File: src/rtl/mod_n_counter.sv
// Parametrised modulo-N digit counter with up/down, synchronous load, wrap or saturate,
// and a carry/borrow chain so that timer digits can be cascaded without extra latency.
module mod_n_counter #(
   parameter int unsigned WIDTH     = 4,
   parameter int unsigned MODULO    = 10,
   parameter int unsigned RESET_VAL = 0,
   parameter bit          WRAP      = 1'b1
) (
   input  logic             clk,
   input  logic             clr,
   input  logic             en,
   input  logic             up,
   input  logic             load,
   input  logic [WIDTH-1:0] load_val,
   input  logic             cin,
   output logic [WIDTH-1:0] value,
   output logic             cout,
   output logic             zero
);

   // The modulus needs WIDTH+1 bits when MODULO == 2**WIDTH.
   localparam logic [WIDTH:0]   ModW   = (WIDTH + 1)'(MODULO);
   localparam logic [WIDTH-1:0] MaxVal = WIDTH'(MODULO - 1);
   localparam logic [WIDTH-1:0] RstVal = WIDTH'(RESET_VAL);
   localparam logic [WIDTH-1:0] One    = WIDTH'(1);

   logic [WIDTH-1:0] value_q;
   logic [WIDTH-1:0] value_d;
   logic             step;
   logic             terminal;

   assign step     = en & cin & ~load;
   assign terminal = up ? (value_q == MaxVal) : (value_q == '0);
   assign cout     = step & terminal & clr;
   assign zero     = (value_q == '0);
   assign value    = value_q;

   always_comb begin
      value_d = value_q;
      if (load) begin
         value_d = ({1'b0, load_val} >= ModW) ? MaxVal : load_val;
      end else if (step) begin
         if (!terminal) begin
            value_d = up ? (value_q + One) : (value_q - One);
         end else if (WRAP) begin
            value_d = up ? '0 : MaxVal;
         end
      end
   end

   always_ff @(posedge clk or negedge clr) begin
      if (!clr) begin
         value_q <= RstVal;
      end else begin
         value_q <= value_d;
      end
   end

endmodule
File: config.mk
export PLATFORM = sky130hd
export DESIGN_NAME = mod_n_counter
export DESIGN_NICKNAME = d
export VERILOG_FILES = /design/src/rtl/mod_n_counter.sv
export SDC_FILE = /design/constraint.sdc
export NUM_CORES = 1
export LEC_CHECK = 0
export CORE_AREA = 2 2 39 41
export CTS_BUF_LIST = sky130_fd_sc_hd__clkbuf_8
export DETAILED_ROUTE_END_ITERATION = 7
export DIE_AREA = 0 0 41 43
export GPL_ROUTABILITY_DRIVEN = 0
export MAX_ROUTING_LAYER = met4
export SYNTH_ARGS = -nofsm -noshare
export SYNTH_HDL_FRONTEND = slang
export SYNTH_SLANG_ARGS = --single-unit
File: constraint.sdc
create_clock -name clk -period 4 [get_ports clk]
set_input_delay 0.6 -clock clk [delete_from_list [all_inputs] [get_ports clk]]
set_output_delay 0.6 -clock clk [all_outputs]
set_load 0.01 [all_outputs]
Word level (Yosys, flattened, before mapping) --
Cells that the tools add are included.
Storage, ports and cells: register bits after elaboration 4, input port bits 10, logic and storage cells 19
Cells by class: $add $sub $neg 2, magnitude comparators 1, equality and inequality tests 1, mux-type cells 7, bitwise gates (word level) 5, reductions and logical operators 2
Operator list (count):
- $mux W4 | 6
- $add A4 B1 Y4 const B | 1
- $and A1 B1 Y1 | 4
- $eq A4 B4 Y1 const B | 1
- $ge A4 B4 Y1 const B | 1
- $logic_not A4 Y1 | 1
- $sub A4 B1 Y4 const B | 1
- $reduce_bool A2 Y1 | 1
- $mux W1 | 1
- $not A1 Y1 | 1

Logic depth before layout (Yosys ltp) --
word-level depth 5, gate-level depth with buffers 6, mapped depth without buffers 6

Worst setup path before layout --
OpenSTA, ideal clock, no wires.
kind reg-to-output, start point register value_q[1], in the netlist value[1], end point output port cout, data arrival time 1512 ps, path slack 1888 ps, cell stages (with the launch flop) 4, cell sequence dfrtp_1 -> nor4_4 -> a22oi_2 -> nor4b_1
Between the ends: longest elaborated chain between the ends 4
Ends and longest elaborated chain:
- start, declared | RTL line 27 | logic [WIDTH-1:0] value_q;
- start signal, assigned | RTL line 53 | value_q <= RstVal;
- start signal, assigned | RTL line 55 | value_q <= value_d;
- $logic_not A4 Y1
- net zero | RTL line 18 | output logic zero
- $mux W1 | RTL line 33 | assign terminal = up ? (value_q == MaxVal) : (value_q == '0);
- $and A1 B1 Y1 (2 in a row) | RTL line 34 | assign cout = step & terminal & clr;
- end, declared | RTL line 17 | output logic cout,
The timed path passes the listed nets, and every way through them passes these cells.

Final worst setup path --
start point input port up, end point output port cout
Between the ends: longest elaborated chain between the ends 3
Ends and longest elaborated chain:
- start, declared | RTL line 12 | input logic up,
- $mux W1 | RTL line 33
- $and A1 B1 Y1 (2 in a row) | RTL line 34
Every way passes these cells.

==> impl_metrics.sql <==
INSERT INTO impl_metrics (metric_group, metric, value, unit) VALUES
('critical_path', 'crit_buf_inv', '2', ''),
('sta', 'final_min_period', '2.85', 'ns'),
('floorplan', 'core_area', '1380', 'um^2'),
('clocking', 'post-cts-setup-buffers', '0', ''),
('critical_path', 'crit_path_frequent_cell', 'clkdlybuf4s50_1', ''),
('yosys', 'synth_compound_area_frac', '0.238', ''),
('power_and_ir_drop', 'sw_share', '0.312', ''),
('placed_design', 'dp.cells', '70', ''),
('finish', 'share_of_layout_cells_above_drive_strength_1', '0.123', ''),
('power_and_ir_drop', 'internal_power', '161', 'uW'),
('sta', 'finClkSkew', '0.000134', 'ns'),
('grt', 'via_count_of_the_first_global_routing_pass', '353', ''),
('floorplan', 'floorplan.die_area', '1760', 'um^2'),
('grt', 'gr-total-overflow', '0', ''),
('power_and_ir_drop', 'pwr-share-clk', '0.356', ''),
('yosys', 'synthTopCellsByArea', 'dfrtp_1 28%, ha_1 7.0%, nor4_4 5.9%', ''),
('finish', 'n_antenna_cell', '0', ''),
('yosys', 'synth_top_cells_by_count', '5 x nor2_1, 4 x dfrtp_1, 3 x a21oi_1, 3 x nand2_1', ''),
('sta', 'achievable-frequency', '351', 'MHz'),
('critical_path', 'critPathSlowestCell', 'clkdlybuf4s50_1', ''),
('routing', 'ant_nets', '0', ''),
('routing', 'detail_route.drc_violations', '0', ''),
('yosys', 'yosys.area_share.adder', '0.126', ''),
('critical_path', 'setup.worst_path.start_class', 'input port', ''),
('yosys', 'main_combinational_cell_family_by_area_after_synthesis', 'compound AO/OA/AOI/OAI gates', ''),
('yosys', 'multiplexer_share_of_the_synthesized_area', '0', ''),
('grt', 'first_pass_grt_wire_length', '1500', 'um'),
('floorplan', 'pin_count', '16', ''),
('yosys', 'synth-seq-area-share', '0.280', ''),
('sta', 'timing.final.max_slew_violations', '0', ''),
('critical_path', 'timing.setup.critical_path_class', 'input port to primary output', ''),
('clocking', 'numClockSinks', '4', ''),
('yosys', 'ys_async_sr_fraction', '1.00', ''),
('critical_path', 'worstPathCellList', 'clkdlybuf4s50_1 > and3_2 > a22oi_2 > nor4b_1 > clkdlybuf4s50_1', ''),
('routing', 'detail_route.vias_per_cell', '4.90', ''),
('critical_path', 'r2r_setup_slack', '2.37', 'ns'),
('clocking', 'cts_inserted_buffers', '3', ''),
('critical_path', 'worst-path-max-fanout', '3', ''),
('finish', 'fillerInstances', '154', ''),
('yosys', 'post-synth-top-area-cell', 'dfrtp_1', ''),
('yosys', 'synth_flop_cell', 'dfrtp_1', ''),
('floorplan', 'num_rows', '14', ''),
('clocking', 'cts_tree', 'built', ''),
('hold_path', 'min-delay-path-class', 'input port to asynchronous set/reset pin', ''),
('yosys', 'synth_area', '358', 'um^2'),
('sta', 'report.final.hold_viol_count', '0', ''),
('critical_path', 'worst_setup_path_end_kind', 'primary output', ''),
('critical_path', 'arrival', '2.25', 'ns'),
('routing', 'drt_pre_antenna_iters', '4', ''),
('yosys', 'synth-xor-area-share', '0.0979', ''),
('clocking', 'cts-root-buf', 'clkbuf_8', ''),
('yosys', 'synth-edff-count', '0', ''),
('finish', 'finish.net_count', '72', ''),
('grt', 'groute.usage.overall', '0.129', ''),
('sta', 'setup_viol', '0', ''),
('power_and_ir_drop', 'combinational_power_share', '0.361', ''),
('yosys', 'synth.yosys.warnings', '0', ''),
('critical_path', 'cp_top_family', 'buffers and inverters', ''),
('sta', 'fin_ws', '1.15', 'ns'),
('clocking', 'post_cts_hold_buffer_count', '0', ''),
('run_status', 'outcome', 'complete, no violations', ''),
('power_and_ir_drop', 'power_leakage', '0.000224', 'uW'),
('sta', 'fin_setup_tns', '0', 'ns'),
('power_and_ir_drop', 'power.density_cell_area', '410', 'nW/um^2'),
('grt', 'largest_net_degree_at_the_start_of_global_routing', '8', ''),
('placed_design', 'preCtsSetupSlack', '1.14', 'ns'),
('clocking', 'clock_latency', '0.21', 'ns'),
('run', 'max_cap_viol_count', '0', ''),
('finish', 'instances_no_fill', '73', ''),
('routing', 'vias', '358', ''),
('critical_path', 'data_required_time_at_the_worst_endpoint', '3.40', 'ns');
==> metrics by stage <==
step | cell area [um^2] | power, uW
after floorplan | 358 | 111
after detailed placement | 528 | 153
after CTS | 569 | 237
after global placement | 528 | 149
final | 569 | 234
after global routing | 569 | 251
==> placed cells by master, fill, tap and decap left out, drive strengths merged, types with 2 or more instances in the layout <==
cell	synthesis	layout
clkdlybuf4s50	0	15
nor2	5	5
dfrtp	4	4
nand2	3	3
a21oi	3	3
clkbuf	0	3
inv	2	2
xor2	2	2
o21ai	2	2
xnor2	2	2
ha	2	2
nor4	2	2
a22oi	2	2
==> power groups by stage <==
stage | combinational (uW) | clock [uW] | sequential [uW]
6_report | 84.3 | 83.1 | 66.0
4_1_cts | 85.8 | 84.7 | 66.3
3_3_place_gp | 82.6 | 0 | 66.5
5_1_grt | 95.6 | 87.5 | 67.5
3_5_place_dp | 85.6 | 0 | 66.9
2_1_floorplan | 44.8 | 0 | 66.2
==> final cells by class <==
cell class / count / area (um^2) / area share
inverters: 2 / 7.51 / 0.0132
clock buffers: 3 / 41.3 / 0.0725
flip-flops and latches: 4 / 100 / 0.176
well taps: 16 / 20.0 / 0.0352
repair buffers: 15 / 150 / 0.264
multi-input cells: 33 / 250 / 0.440
==> routing by layer <==
layer | share of wire | track usage | vias up
li1 | - | - | 180
met1 | 0.42 | 0.152 | 164
met2 | 0.52 | 0.197 | 12
met3 | 0.029 | 0.0157 | 2
met4 | 0.021 | 0.0800 | 0
met5 | 0 | - | -
==> worst reg2reg max path: cells and delay by family (launching register included) <==
kind | cells | cell delay [ns]
fa+ha+maj | 1 | 0.33
xor+xnor | 1 | 0.10
compound gates | 3 | 0.61
flops | 1 | 0.47
==> cells by family (layout without fill, tap and decap cells) <==
kind of cell | Yosys count | count (layout)
AND/OR/NAND/NOR | 14 | 14
adder cells (fa/ha/maj) | 3 | 3
XOR/XNOR | 4 | 4
buffers and inverters | 2 | 20
AO/OA/AOI/OAI | 12 | 12
flip-flops | 4 | 4
==> final timing paths <==
kind	endpoint	from	cells past startpoint
max in group asynchronous	value[3]	clr	1
worst max-delay path	cout	up	5
worst min-delay path	value[0]	clr	1
worst max register to register	value[3]	value[1]	5
min in group clk	value[2]	value[2]	2
worst min register to register	value[2]	value[2]	2
Power figures use the tool's default switching activity.
